==> config.mk <==
export PLATFORM = sky130hd
export DESIGN_NAME = uart_tx_dev
export DESIGN_NICKNAME = d
export VERILOG_FILES = /design/src/rtl/uart_tx_pkg.sv /design/src/rtl/tx_fifo.sv /design/src/rtl/uart_tx_dev.sv
export SDC_FILE = /design/constraint.sdc
export NUM_CORES = 1
export LEC_CHECK = 0
export CORE_UTILIZATION = 45
export CTS_BUF_LIST = sky130_fd_sc_hd__clkbuf_16
export CTS_CLUSTER_DIAMETER = 30
export DETAILED_ROUTE_END_ITERATION = 7
export DONT_BUFFER_PORTS = 1
export MAX_ROUTING_LAYER = met4
export PLACE_DENSITY = 0.72
export SKIP_LAST_GASP = 1
export SLEW_MARGIN = 15
export SYNTH_ARGS = -nofsm -noshare
export SYNTH_HDL_FRONTEND = slang
export SYNTH_SLANG_ARGS = --single-unit
==> constraint.sdc <==
create_clock -name clk -period 2.8 [get_ports clk]
set_input_delay 0.28 -clock clk [delete_from_list [all_inputs] [get_ports clk]]
set_output_delay 0.28 -clock clk [all_outputs]
set_load 0.005 [all_outputs]
==> src/rtl/uart_tx_pkg.sv <==
// uart_tx_pkg: register map, STATUS/CTRL bit positions and FSM encoding for uart_tx_dev.
package uart_tx_pkg;
   localparam logic [1:0] A_DATA = 2'd0;
   localparam logic [1:0] A_STAT = 2'd1;
   localparam logic [1:0] A_CTRL = 2'd2;
   localparam logic [1:0] A_DIV  = 2'd3;
   localparam int ST_BUSY  = 0;
   localparam int ST_FULL  = 1;
   localparam int ST_EMPTY = 2;
   localparam int ST_OVF   = 3;
   localparam int ST_CNT   = 4;
   localparam int CT_EN  = 0;
   localparam int CT_IE  = 1;
   localparam int CT_ODD = 2;
   typedef enum logic [2:0] {IDLE, START, DATA, PARITY, STOP} state_e;
endpackage

==> src/rtl/tx_fifo.sv <==
// tx_fifo: byte FIFO of depth 2**FIFO_AW with combinational head output.
module tx_fifo #(
   parameter int FIFO_AW = 2
) (
   input  logic             clk,
   input  logic             rst,
   input  logic             push,
   input  logic             pop,
   input  logic [7:0]       din,
   output logic [7:0]       dout,
   output logic             full,
   output logic             empty,
   output logic [FIFO_AW:0] count
);
   logic [7:0] mem_q [2**FIFO_AW];
   logic [FIFO_AW-1:0] wr_q, wr_d, rd_q, rd_d;
   logic [FIFO_AW:0] cnt_q, cnt_d;
   always_comb begin
      wr_d  = wr_q + FIFO_AW'(push);
      rd_d  = rd_q + FIFO_AW'(pop);
      cnt_d = cnt_q + (FIFO_AW+1)'(push) - (FIFO_AW+1)'(pop);
   end
   always_ff @(posedge clk)
      if (push) mem_q[wr_q] <= din;
   always_ff @(posedge clk or posedge rst)
      if (rst) begin
         wr_q  <= '0;
         rd_q  <= '0;
         cnt_q <= '0;
      end else begin
         wr_q  <= wr_d;
         rd_q  <= rd_d;
         cnt_q <= cnt_d;
      end
   assign dout  = mem_q[rd_q];
   assign full  = cnt_q == (FIFO_AW+1)'(2**FIFO_AW);
   assign empty = cnt_q == '0;
   assign count = cnt_q;
endmodule

==> src/rtl/uart_tx_dev.sv <==
// uart_tx_dev: memory-mapped 8N1 UART transmitter with TX FIFO and drain IRQ.
// Define UART_TX_PARITY_EN to add a parity bit (CTRL.ODD selects odd parity).
module uart_tx_dev
   import uart_tx_pkg::*;
#(
   parameter int          FIFO_AW = 2,
   parameter logic [15:0] DIV_RST = 16'd16
) (
   input  logic        clk,
   input  logic        RST_I,
   input  logic [1:0]  ADD_I,
   input  logic        WE_I,
   input  logic [31:0] DAT_I,
   output logic [31:0] DAT_O,
   output logic        IRQ,
   output logic        TXD
);
`ifdef UART_TX_PARITY_EN
   localparam state_e     AFTER_DATA = PARITY;
   localparam logic [2:0] CTRL_MASK  = 3'b111;
`else
   localparam state_e     AFTER_DATA = STOP;
   localparam logic [2:0] CTRL_MASK  = 3'b011;
`endif
   state_e state_q, state_d;
   logic [7:0]  shift_q, shift_d;
   logic [2:0]  bit_q, bit_d;
   logic [15:0] cnt_q, cnt_d, div_q, div_d, reload;
   logic [2:0]  ctrl_q, ctrl_d;
   logic        par_q, par_d, txd_q, txd_d, irq_q, irq_d, ovf_q, ovf_d;
   logic        push_req, push, pop, tick;
   logic [7:0]  f_dout;
   logic        f_full, f_empty;
   logic [FIFO_AW:0] f_count;
   logic [31:0] stat;
   logic        unused_ok;
   assign unused_ok = ^DAT_I[31:16];
   assign push_req = WE_I && ADD_I == A_DATA;
   assign pop      = state_q == IDLE && ctrl_q[CT_EN] && !f_empty;
   // A pop in the same cycle frees the slot, so a push into a full FIFO is still accepted.
   assign push     = push_req && (!f_full || pop);
   assign tick     = cnt_q == '0;
   assign reload   = (div_q == '0) ? 16'd0 : div_q - 16'd1;
   tx_fifo #(.FIFO_AW(FIFO_AW)) u_fifo (
      .clk(clk), .rst(RST_I), .push(push), .pop(pop), .din(DAT_I[7:0]),
      .dout(f_dout), .full(f_full), .empty(f_empty), .count(f_count)
   );
   always_comb begin
      state_d = state_q;
      shift_d = shift_q;
      bit_d   = bit_q;
      par_d   = par_q;
      case (state_q)
         IDLE: if (pop) begin
            state_d = START;
            shift_d = f_dout;
            par_d   = ^f_dout ^ ctrl_q[CT_ODD];
         end
         START:  state_d = tick ? DATA : START;
         DATA: if (tick) begin
            shift_d = shift_q >> 1;
            bit_d   = bit_q + 3'd1;
            state_d = (bit_q == 3'd7) ? AFTER_DATA : DATA;
         end
         PARITY: state_d = tick ? STOP : PARITY;
         STOP:   state_d = tick ? IDLE : STOP;
         default: state_d = IDLE;
      endcase
      // The divisor is sampled only at bit boundaries, so DIVISOR writes never stretch a live bit.
      cnt_d  = (state_q == IDLE || tick) ? reload : cnt_q - 16'd1;
      txd_d  = (state_d == START) ? 1'b0 : (state_d == DATA) ? shift_d[0] :
               (state_d == PARITY) ? par_d : 1'b1;
      irq_d  = ctrl_q[CT_IE] && f_empty && state_q == IDLE;
      ovf_d  = (WE_I && ADD_I == A_STAT) ? 1'b0 : (push_req && f_full && !pop) ? 1'b1 : ovf_q;
      ctrl_d = (WE_I && ADD_I == A_CTRL) ? DAT_I[2:0] & CTRL_MASK : ctrl_q;
      div_d  = (WE_I && ADD_I == A_DIV) ? DAT_I[15:0] : div_q;
   end
   always_ff @(posedge clk or posedge RST_I)
      if (RST_I) begin
         state_q <= IDLE;
         shift_q <= '0;
         bit_q   <= '0;
         cnt_q   <= '0;
         par_q   <= 1'b0;
         txd_q   <= 1'b1;
         irq_q   <= 1'b0;
         ovf_q   <= 1'b0;
         ctrl_q  <= '0;
         div_q   <= DIV_RST;
      end else begin
         state_q <= state_d;
         shift_q <= shift_d;
         bit_q   <= bit_d;
         cnt_q   <= cnt_d;
         par_q   <= par_d;
         txd_q   <= txd_d;
         irq_q   <= irq_d;
         ovf_q   <= ovf_d;
         ctrl_q  <= ctrl_d;
         div_q   <= div_d;
      end
   always_comb begin
      stat = '0;
      stat[ST_BUSY]   = state_q != IDLE;
      stat[ST_FULL]   = f_full;
      stat[ST_EMPTY]  = f_empty;
      stat[ST_OVF]    = ovf_q;
      stat[ST_CNT+:3] = 3'(f_count);
   end
   assign DAT_O = (ADD_I == A_STAT) ? stat : (ADD_I == A_CTRL) ? {29'd0, ctrl_q} :
                  (ADD_I == A_DIV) ? {16'd0, div_q} : 32'd0;
   assign IRQ = irq_q;
   assign TXD = txd_q;
endmodule

==> out/qor.csv, run 1 <==
stage;metric;value;unit
run_status;outcome;complete, no violations;
hold_path;hold_path.class;in2reg;
power;pwr_density_cell;912.2;nW/um^2
route;wl_met3;299;microns
synthesis;ys_warn_count;0;
worst_setup_path;worstPathMaxFanout;6;
synthesis;synth.area.top_cells;dfrtp_1 (31%), edfxtp_1 (21%), xnor2_1 (5.4%);
final_layout;drive_gt1_frac;0.1915;
global_routing;grt.total_usage;0.1863;
power;power_frac_comb;0.276;
power;power_frac_clock;0.266;
route;first_pass_iters;4;
power;switching_share;0.3354;
placement;dp_hpwl;6.105;mm
route;wl_met1;3.668;mm
timing;hold_violations;0;
synthesis;synth_area;4541;sq um
route;routed_wl;8.431;mm
clock_network;cts_num_sinks;91;
timing;drv_slew;0;
timing;setup_viol;0;
clock_network;ctsResizeCount;0;
global_routing;grt_max_degree;35;
final_layout;final_cells;509;
route;vias;2763;
synthesis;synth_edf_count;32;
power;intPower;0.003015;W
clock_network;cts_root_buffer;clkbuf_16;
power;leakage;2.019;nW
clock_network;clkTransAtPathRegs;0.07;ns
worst_setup_path;cpPeakStageDelay;0.47;ns
synthesis;yosysTopAreaCellShare;0.3141;
clock_network;cts_hold_buf;1;
placement;portBuffers;0;
die;initial_core_util;0.4645;
worst_setup_path;crit_required;3.06;ns
clock_network;insertion_delay;0.35;ns
synthesis;ys.flop_type;dfrtp_1;
timing;period_minus_slack;2.499;ns
timing;fin_tns_setup;0;ns
die;rows;36;
clock_network;cts_tree;done;
synthesis;synth_area_per_cell;12.54;sq um
synthesis;ys_seq_elements;91;
worst_setup_path;worstPathCellList;nor3_1 -> buf_4 -> a21oi_1 -> or3_1 -> inv_1 -> ha_1 -> inv_1 -> fa_1 -> xnor2_1 -> xnor2_1;
worst_setup_path;cp-end-kind;register;
die;die_h;102.5;microns
route;drt_iter0_markers;115;
die;core-area;9774;sq um
timing;timing.fmax;400.2;MHz
placement;dp_cells;492;
timing;fin_worst_skew;0.01108;ns
synthesis;synth-seq-area-share;0.5373;
die;fp.dieW;102.5;microns
power;p_sw;0.001521;W
timing;period_share;0.8925;
timing;rsz0062_at_grt;false;
synthesis;synthCells;362;
synthesis;synth_area_leader_cell;dfrtp_1;
clock_network;cts_setup_buffers;0;
timing;slew_headroom;0.4997;
global_routing;grt_pass1_vias;2807;
synthesis;synthArstFlopShare;0.6484;
job;max_cap_violations;0;
route;met2_length;4.230;mm
route;drc_errors;0;
route;final_antenna_net_count;0;
power;ir_drop;0.4469;mV
clock_network;cts-buffers-inserted;9;
final_layout;finalNetCount;417;
route;via_per_inst;5.428;
die;dieArea;10500;sq um
power;power_frac_seq;0.458;
die;num_io_pins;71;
route;top_layer;met4;
placement;gp_congestion;0.7521;
global_routing;grt_pass1_wl;13.94;mm
worst_setup_path;worstSetupStartpointType;register;
final_layout;area_growth;9.507;%
final_layout;num_antenna_cells;0;
worst_setup_path;cpMaxStageDelayCell;dfrtp_1;
clock_network;cts_max_level;3;
synthesis;post_synth_num_cell_types;54;
worst_setup_path;path_class;reg2reg;
global_routing;grt_overflow;0;
clock_network;clk_path_buf_depth;2;
worst_setup_path;cp.arrival;2.76;ns
timing;tightest_slew;0.7483;ns
global_routing;antenna_found_initial;0;
route;wire_per_inst;16.56;microns
==> layout make-up <==
class                   count  area (sq um)
clock buffers               9         225.2
clock inverters             7         81.33
fillers                   847          4802
inverters                  12         45.04
multi-input cells         245          1922
flip-flops and latches     91          2440
well taps                 133         166.4
repair buffers             12         92.59
==> worst paths after layout <==
path,cells after the start,from,to,slack (ns)
setup reg to reg,10,state_q[0]$_DFF_PP0_,u_fifo.count[2]$_DFF_PP0_,0.30
hold reg to reg,1,bit_q[0]$_DFFE_PP0P_,bit_q[0]$_DFFE_PP0P_,0.48
max in group asynchronous,3,RST_I,div_q[11]$_DFFE_PP0P_,1.57
hold / removal,0,DAT_I[3],u_fifo.mem_q[3][3]$_DFFE_PP_,0.02
setup / recovery,10,state_q[0]$_DFF_PP0_,u_fifo.count[2]$_DFF_PP0_,0.30
min in group asynchronous,2,RST_I,u_fifo.rd_q[0]$_DFF_PP0_,0.52
==> state kept, by name (all words and copies together), names as in the netlist <==
name	cells
u_fifo.rd_q	2
par_q	1
shift_q	8
cnt_q	16
u_fifo.mem_q	32
ctrl_q	2
bit_q	3
IRQ	1
TXD	1
u_fifo.wr_q	2
ovf_q	1
u_fifo.count	3
state_q	3
div_q	16
==> stage by stage <==
step | instance area, sq um | setup slack [ns] | hold WS, ns | util | total power, W
3_3_place_gp | 4656 | 0.4090 | 0.3231 | 0.4763 | 0.003294
6_report | 4972 | 0.3010 | 0.02213 | 0.5087 | 0.004536
4_1_cts | 4972 | 0.3007 | 0.01638 | 0.5087 | 0.004572
2_1_floorplan | 4597 | 0.1707 | 0.3789 | - | 0.003088
3_5_place_dp | 4656 | 0.3263 | 0.3352 | 0.4763 | 0.003358
5_1_grt | 4972 | 0.1431 | 0.01148 | 0.5087 | 0.004795
==> power by group through the flow <==
stage	sequential [W]	combinational, W	clock (W)
6_report	0.00208	0.00125	0.00121
5_1_grt	0.00213	0.00138	0.00128
4_1_cts	0.00208	0.00126	0.00123
3_5_place_dp	0.00210	0.00125	0
3_3_place_gp	0.00208	0.00122	0
2_1_floorplan	0.00195	0.00113	0
==> worst max-delay path: cells and delay by family, from the launching register on <==
kind / cells / cell delay (ns)
AO/OA/AOI/OAI: 1 / 0.08
flip-flops: 1 / 0.47
AND/OR/NAND/NOR: 2 / 0.64
adder cells (fa/ha/maj): 2 / 0.52
buffers and inverters: 3 / 0.36
XOR/XNOR: 2 / 0.35
==> logic make-up (layout without fill, tap and decap cells) <==
logic type                 after synthesis  after routing  share of synthesized area
adders and majority gates                9              9                    0.02645
xor gates and xnor gates                37             37                    0.07137
and+or+nand+nor                        105            105                     0.1375
other                                    1             16                  0.0008259
AOI/OAI and AO/OA                       42             42                    0.06558
muxes                                   36             36                     0.1091
buffers and inverters                   41             40                    0.05180
DFF                                     91             91                     0.5373
==> Yosys cell counts, types with 3 or more instances <==
library cell	number
a22oi_1	6
or3_1	4
nor4_1	5
inv_1	12
nand3_1	4
clkbuf_1	7
nand2_1	26
mux2i_1	6
nor2b_1	7
and3_1	11
o22ai_1	16
buf_4	17
nand2b_1	3
xnor2_1	28
o21ai_0	6
mux4_2	8
edfxtp_1	32
nor3_1	9
xor2_1	9
dfrtp_1	57
ha_1	8
nor2_1	16
mux2_2	20
nor3b_1	5
a21oi_1	4
==> layer usage <==
| layer | up-vias | track usage |
|---|---|---|
| li1 | 1295 | - |
| met1 | 1376 | 0.2282 |
| met2 | 74 | 0.2969 |
| met3 | 18 | 0.02599 |
| met4 | 0 | 0.1044 |
| met5 | - | - |
==> placed cells by master, fill, tap and decap left out, types with 5 or more instances in the layout <==
cell and instances:
buf_4 11, o22ai_1 16, dfrtp_1 57, edfxtp_1 32
mux4_2 8, nor3b_1 5, nor4_1 5, mux2_2 20
nor3_1 9, nor2_1 16, and3_1 11, a22oi_1 6
nor2b_1 7, clkbuf_16 9, xnor2_1 28, nand2_1 26
o21ai_0 6, conb_1 16, ha_1 8, mux2i_1 6
inv_1 11, xor2_1 9
(Power assumes the default switching activity.)
==> inputs of run 2 (changes only) <==
--- a/config.mk
+++ b/config.mk
@@ -12,6 +12,7 @@
 export DONT_BUFFER_PORTS = 1
 export MAX_ROUTING_LAYER = met4
 export PLACE_DENSITY = 0.72
+export RECOVER_POWER = 25
 export SKIP_LAST_GASP = 1
 export SLEW_MARGIN = 15
 export SYNTH_ARGS = -nofsm -noshare
==> out/qor.csv, run 2 (synthesis results as in run 1) <==
stage;metric;value;unit;change
clock_network;cts_max_level;3;;unchanged
route;via_per_inst;5.424;;about the same
clock_network;clkTransAtPathRegs;0.07;ns;about the same
route;routed_wl;8.448;mm;+0.20%
die;fp.dieW;102.5;microns;unchanged
global_routing;grt.total_usage;0.1863;;unchanged
power;pwr_density_cell;912.8;nW/um^2;about the same
worst_setup_path;path_class;reg2reg;;
global_routing;met1_usage;0.2282;;unchanged
power;switching_share;0.3358;;+0.0004019
timing;setup_viol;0;;unchanged
global_routing;grt_busiest_layer;met2;;
clock_network;cts_setup_buffers;0;;unchanged
final_layout;largest_reg_flops;32;;unchanged
die;die_h;102.5;microns;unchanged
power;ir_drop;0.4469;mV;about the same
run_status;outcome;complete, no violations;;
worst_setup_path;worstPathMaxFanout;5;;-1
timing;period_minus_slack;2.499;ns;-0.0003590 ns
power;leakage;2.020;nW;about the same
power;power_frac_clock;0.266;;about the same
final_layout;final_common_cell;dfrtp_1;;
die;initial_core_util;0.4645;;unchanged
power;power_frac_seq;0.458;;about the same
worst_setup_path;r2r_end;u_fifo.count[2]$_DFF_PP0_;;
power;power_frac_comb;0.276;;about the same
timing;fin_tns_setup;0;ns;unchanged
placement;portBuffers;0;;unchanged
clock_network;cts_tree;done;;
placement;dpl_cell_area;4656;sq um;unchanged
hold_path;hold_path.class;in2reg;;
timing;tightest_slew;1.331;ns;+0.5826 ns
worst_setup_path;cp.arrival;2.76;ns;about the same
power;intPower;0.003015;W;about the same
clock_network;cts_root_buffer;clkbuf_16;;
global_routing;antenna_found_initial;0;;unchanged
global_routing;grt_max_degree;35;;unchanged
power;total_power;0.004539;W;about the same
route;drt_iter0_markers;115;;unchanged
final_layout;largestRegisters;u_fifo.mem_q x32, cnt_q x16, div_q x16;;
global_routing;grtUsageMet3;0.02599;;unchanged
die;num_io_pins;71;;unchanged
worst_setup_path;r2r_slack;0.30;ns;about the same
final_layout;drive_gt1_frac;0.1888;;-0.002660
final_layout;layout_common_cells;dfrtp_1 (57), edfxtp_1 (32), xnor2_1 (28), nand2_1 (26), mux2_2 (20);;
clock_network;cts-buffers-inserted;9;;unchanged
hold_path;whs_path_depth;0;;unchanged
placement;dp_hpwl;6.105;mm;unchanged
timing;rsz0062_at_grt;false;;
final_layout;regMostFlops;u_fifo.mem_q;;
timing;slew_headroom;0.1117;;-0.3880
final_layout;num_antenna_cells;0;;unchanged
die;dieArea;10500;sq um;unchanged
final_layout;stdcell_area;4972;sq um;unchanged
hold_path;whs_endpoint;u_fifo.mem_q[3][3]$_DFFE_PP_;;
timing;hold_violations;0;;unchanged
die;core-area;9774;sq um;unchanged
die;rows;36;;unchanged
route;first_pass_iters;5;;+1
final_layout;area_growth;9.507;%;unchanged
timing;drv_slew;0;;unchanged
worst_setup_path;worstSetupStartpointType;register;;
clock_network;cts_num_sinks;91;;unchanged
clock_network;ctsResizeCount;0;;unchanged
worst_setup_path;r2r_cells;10;;unchanged
global_routing;met2_usage;0.2969;;unchanged
route;final_antenna_net_count;0;;unchanged
route;drc_errors;0;;unchanged
power;p_sw;0.001524;W;+0.18%
timing;period_share;0.8924;;about the same
clock_network;insertion_delay;0.35;ns;about the same
clock_network;cts_hold_buf;1;;unchanged
global_routing;grt_overflow;0;;unchanged
final_layout;finalNetCount;417;;unchanged
worst_setup_path;r2r-start;u_fifo.count[1]$_DFF_PP0_;;
timing;timing.fmax;400.2;MHz;about the same
placement;gp_congestion;0.7521;;unchanged
route;wire_per_inst;16.60;microns;+0.20%
worst_setup_path;cp-end-kind;register;;
timing;fin_worst_skew;0.01108;ns;-0.000003600 ns
global_routing;grt_pass1_wl;13.94;mm;unchanged
worst_setup_path;crit_required;3.06;ns;about the same
clock_network;clk_path_buf_depth;2;;unchanged
global_routing;grt_pass1_vias;2807;;unchanged
job;max_cap_violations;0;;unchanged
hold_path;worstHoldStart;DAT_I[3];;
route;vias;2761;;-0.072%
==> run 2: layout make-up <==
class / instances / area, sq um
clock buffer: 9 / 225.2
clock inverter: 7 / 81.33
fill: 847 / 4802
inverter: 12 / 45.04
multi-input combinational: 245 / 1922
sequential: 91 / 2440
tap: 133 / 166.4
timing repair buffer: 12 / 92.59
==> run 2: worst max path at each step <==
stage	startpoint	end	slack (ns)
after detailed placement	u_fifo.count[1]$_DFF_PP0_	u_fifo.count[2]$_DFF_PP0_	0.33
final	u_fifo.count[1]$_DFF_PP0_	u_fifo.count[2]$_DFF_PP0_	0.30
after global routing	state_q[0]$_DFF_PP0_	u_fifo.count[2]$_DFF_PP0_	0.14
after global placement	u_fifo.count[1]$_DFF_PP0_	u_fifo.count[2]$_DFF_PP0_	0.41
after CTS	u_fifo.count[1]$_DFF_PP0_	u_fifo.count[2]$_DFF_PP0_	0.30
after floorplan	state_q[0]$_DFF_PP0_	u_fifo.count[2]$_DFF_PP0_	0.17
==> run 2: worst max-delay path: stages (launching register included) <==
cell and delay [ns]:
dfrtp_1 0.45, or3_1 0.41, nand3_1 0.22, inv_1 0.09, ha_1 0.28, inv_1 0.06
ha_1 0.14, inv_1 0.05, fa_1 0.37, xnor2_1 0.20, xnor2_1 0.15
==> run 2: power groups by stage <==
stage               clock network (W)  registers, W  logic, W
CTS                           0.00123       0.00208   0.00126
global placement                    0       0.00208   0.00122
finish                        0.00121       0.00208   0.00125
floorplan                           0       0.00195   0.00113
detailed placement                  0       0.00210   0.00125
global route                  0.00128       0.00213   0.00138
==> run 2: per-layer routing <==
| metal | part of all wire | wire length [microns] | up-vias |
|---|---|---|---|
| met5 | 0 | 0 | - |
| met3 | 0.034 | 284 | 16 |
| li1 | - | - | 1295 |
| met2 | 0.51 | 4275 | 68 |
| met1 | 0.43 | 3660 | 1382 |
| met4 | 0.027 | 227 | 0 |
==> run 2: through the flow <==
stage,setup WS (ns),std cells,hold WS [ns],util
floorplan,0.1707,377,0.3789,-
global placement,0.4090,492,0.3231,0.4763
detailed placement,0.3263,492,0.3352,0.4763
CTS,0.3007,509,0.01638,0.5087
global route,0.1431,509,0.01148,0.5087
finish,0.3013,509,0.02206,0.5087
==> inputs of run 3 (changes only) <==
--- a/config.mk
+++ b/config.mk
@@ -5,6 +5,7 @@
 export SDC_FILE = /design/constraint.sdc
 export NUM_CORES = 1
 export LEC_CHECK = 0
+export ABC_AREA = 1
 export CORE_UTILIZATION = 45
 export CTS_BUF_LIST = sky130_fd_sc_hd__clkbuf_16
 export CTS_CLUSTER_DIAMETER = 30
==> out/qor.csv, run 3 <==
stage;metric;value;unit;change
global_routing;grt_pass1_wl;15.69;mm;+13%
synthesis;synth.area.top_cells;dfrtp_1 (30%), edfxtp_1 (20%), nand2_1 (11%);;
final_layout;area_growth;9.015;%;
timing;setup_viol;0;;unchanged
synthesis;ys.flop_type;dfrtp_1;;
worst_setup_path;r2r_cells;10;;unchanged
final_layout;fill_cells;937;;+11%
hold_path;whs_path_depth;0;;unchanged
worst_setup_path;path_class;reg2reg;;
die;fp.dieW;105.3;microns;+2.8%
timing;period_minus_slack;2.299;ns;-0.1995 ns
timing;fin_tns_setup;0;ns;unchanged
worst_setup_path;worstSetupStartpointType;register;;
clock_network;clk_path_buf_depth;2;;unchanged
final_layout;finalNetCount;608;;+46%
global_routing;grt.total_usage;0.1864;;about the same
hold_path;worstHoldStart;DAT_I[2];;
worst_setup_path;critical_path_depth;10;;unchanged
synthesis;yosysTopAreaCellShare;0.2970;;-0.01711
placement;portBuffers;0;;unchanged
synthesis;synth-seq-area-share;0.5081;;-0.02926
die;initial_core_util;0.4652;;+0.0006140
final_layout;drive_gt1_frac;0.07584;;-0.1130
global_routing;grt_overflow;0;;unchanged
timing;hold_violations;0;;unchanged
timing;slew_headroom;0.2582;;+0.1464
synthesis;ys_seq_elements;91;;unchanged
synthesis;synthCells;554;;+53%
worst_setup_path;r2r_end;u_fifo.count[2]$_DFF_PP0_;;
worst_setup_path;worstPathCellList;inv_1 -> nand3_1 -> nand3_2 -> clkinv_1 -> ha_1 -> inv_1 -> ha_1 -> inv_1 -> fa_1 -> xor2_1;;
worst_setup_path;r2r-start;u_fifo.count[1]$_DFF_PP0_;;
route;drc_errors;0;;unchanged
synthesis;post_synth_num_cell_types;45;;-17%
worst_setup_path;cpPeakStageDelay;0.41;ns;-0.04 ns
worst_setup_path;cp-end-kind;register;;
global_routing;grt_max_degree;33;;-5.7%
power;leakage;2.519;nW;+25%
synthesis;synthMostInstantiatedCell;nand2_1;;
route;routed_wl;9.354;mm;+11%
final_layout;final_common_cell;nand2_1;;
synthesis;yosys-top-cells-count;nand2_1 (147), inv_1 (71), dfrtp_1 (57);;
clock_network;cts_max_level;3;;unchanged
final_layout;num_antenna_cells;0;;unchanged
route;first_pass_iters;5;;unchanged
final_layout;largest_reg_flops;32;;unchanged
route;drt_iter0_markers;215;;+87%
clock_network;insertion_delay;0.34;ns;about the same
worst_setup_path;worstPathMaxFanout;10;;+5
route;wire_per_inst;13.31;microns;-20%
die;dieArea;11090;sq um;+5.6%
clock_network;cts_tree;done;;
timing;fin_worst_skew;0.004958;ns;-0.006122 ns
timing;timing.fmax;435.0;MHz;+8.7%
worst_setup_path;cp.arrival;2.53;ns;-0.23 ns
power;total_power;0.004954;W;+9.2%
global_routing;antenna_found_initial;0;;unchanged
clock_network;cts_num_sinks;91;;unchanged
synthesis;synth_area_per_cell;8.668;sq um;-31%
placement;dp_hpwl;6.797;mm;+11%
clock_network;cts_root_buffer;clkbuf_16;;
clock_network;clkTransAtPathRegs;0.07;ns;about the same
synthesis;synth_area;4802;sq um;+5.8%
hold_path;hold_path.class;in2reg;;
global_routing;grt_pass1_vias;3426;;+22%
route;final_antenna_net_count;0;;unchanged
timing;period_share;0.8211;;-0.07126
final_layout;largestRegisters;u_fifo.mem_q x32, cnt_q x16, div_q x16;;
die;core-area;10320;sq um;+5.6%
power;pwr_density_cell;946.4;nW/um^2;+3.7%
worst_setup_path;r2r_slack;0.50;ns;+0.20 ns
synthesis;synth_area_leader_cell;dfrtp_1;;
die;rows;37;;+2.8%
run_status;outcome;complete, no violations;;
worst_setup_path;cp_common_cell;inv_1;;
clock_network;cts-buffers-inserted;9;;unchanged
final_layout;layout_common_cells;nand2_1 (147), inv_1 (71), dfrtp_1 (57), nor2_1 (52), nand3_1 (35);;
placement;gp_congestion;0.9009;;+20%
timing;rsz0062_at_grt;false;;
die;num_io_pins;71;;unchanged
worst_setup_path;cp_top_family;adder cells;;
die;die_h;105.3;microns;+2.8%
route;vias;3558;;+29%
synthesis;synth_edf_count;32;;unchanged
worst_setup_path;crit_required;3.03;ns;-0.03 ns
worst_setup_path;critPathBufInv;4;;+1
clock_network;ctsResizeCount;0;;unchanged
final_layout;regMostFlops;u_fifo.mem_q;;
hold_path;whs_endpoint;u_fifo.mem_q[3][2]$_DFFE_PP_;;
timing;tightest_slew;1.112;ns;-0.2194 ns
power;ir_drop;0.5943;mV;+33%
worst_setup_path;cpMaxStageDelayCell;dfrtp_1;;
synthesis;ys_warn_count;0;;unchanged
route;via_per_inst;5.061;;-6.7%
synthesis;synthArstFlopShare;0.6484;;unchanged
timing;drv_slew;0;;unchanged
job;max_cap_violations;0;;unchanged
==> run 3: cell types whose count changed after synthesis, moves of 18 or more <==
cell,delta
inv_1,+59
mux2_2,-18
nand2_1,+121
nand3_1,+31
nor2_1,+36
xnor2_1,-25
==> run 3: worst reg2reg max path: cells and delay by family, from the launching register on <==
| kind | cells | cell delay, ns |
|---|---|---|
| adders and majority gates | 3 | 0.88 |
| buffers and inverters | 4 | 0.48 |
| DFF | 1 | 0.41 |
| and+or+nand+nor | 2 | 0.24 |
| xor gates and xnor gates | 1 | 0.17 |
==> run 3: cell families after synthesis <==
family	share of synthesized area
adder cells (fa/ha/maj)	0.02501
AO/OA/AOI/OAI	0.08129
other	0.0007809
buffers and inverters	0.09718
XOR/XNOR	0.04742
multiplexers	0.004690
AND/OR/NAND/NOR	0.2355
flip-flops	0.5081
==> run 3: per-layer routing <==
layer | part of all wire | routed length, microns | track usage
met5 | 0 | 0 | -
met3 | 0.059 | 548 | 0.05195
met4 | 0.025 | 233 | 0.08853
met2 | 0.47 | 4384 | 0.2890
met1 | 0.45 | 4188 | 0.2256
==> run 3: metrics by stage <==
step	worst slack [ns]	instance area, sq um	utilization	instances	hold slack, ns
2_1_floorplan	0.6938	4858	-	569	0.3789
3_3_place_gp	0.5481	4895	0.4741	686	0.2694
3_5_place_dp	0.4940	4895	0.4741	686	0.2746
4_1_cts	0.4919	5235	0.5071	703	0.02034
5_1_grt	0.3266	5235	0.5071	703	0.01713
6_report	0.5009	5235	0.5071	703	0.03066
==> run 3: worst max path at each step <==
stage,end,from,slack (ns)
finish,u_fifo.count[2]$_DFF_PP0_,u_fifo.count[1]$_DFF_PP0_,0.50
global route,u_fifo.count[2]$_DFF_PP0_,u_fifo.count[1]$_DFF_PP0_,0.33
CTS,u_fifo.count[2]$_DFF_PP0_,u_fifo.count[1]$_DFF_PP0_,0.49
detailed placement,u_fifo.count[2]$_DFF_PP0_,u_fifo.count[1]$_DFF_PP0_,0.49
global placement,u_fifo.count[2]$_DFF_PP0_,u_fifo.count[1]$_DFF_PP0_,0.55
floorplan,u_fifo.count[2]$_DFF_PP0_,u_fifo.count[1]$_DFF_PP0_,0.69
==> run 3: final cells by class <==
class,instances,area (sq um),area share
inverters,74,280.3,0.05354
clock inverters,7,105.1,0.02008
multi-input cells,378,1952,0.3728
clock buffers,9,225.2,0.04302
repair buffers,8,62.56,0.01195
well taps,136,170.2,0.03250
flip-flops and latches,91,2440,0.4661
==> run 3: timing repair <==
| item | in CTS | in global routing |
|---|---|---|
| hold buffers | 1 | 0 |
| endpoints found under the hold margin | 28 | 0 |
| setup buffers | 0 | 0 |
==> run 3: power breakdown <==
| part | internal (W) | switching, W |
|---|---|---|
| Sequential | 0.00171 | 0.000258 |
| Clock | 0.000798 | 0.000537 |
| Combinational | 0.000588 | 0.00107 |
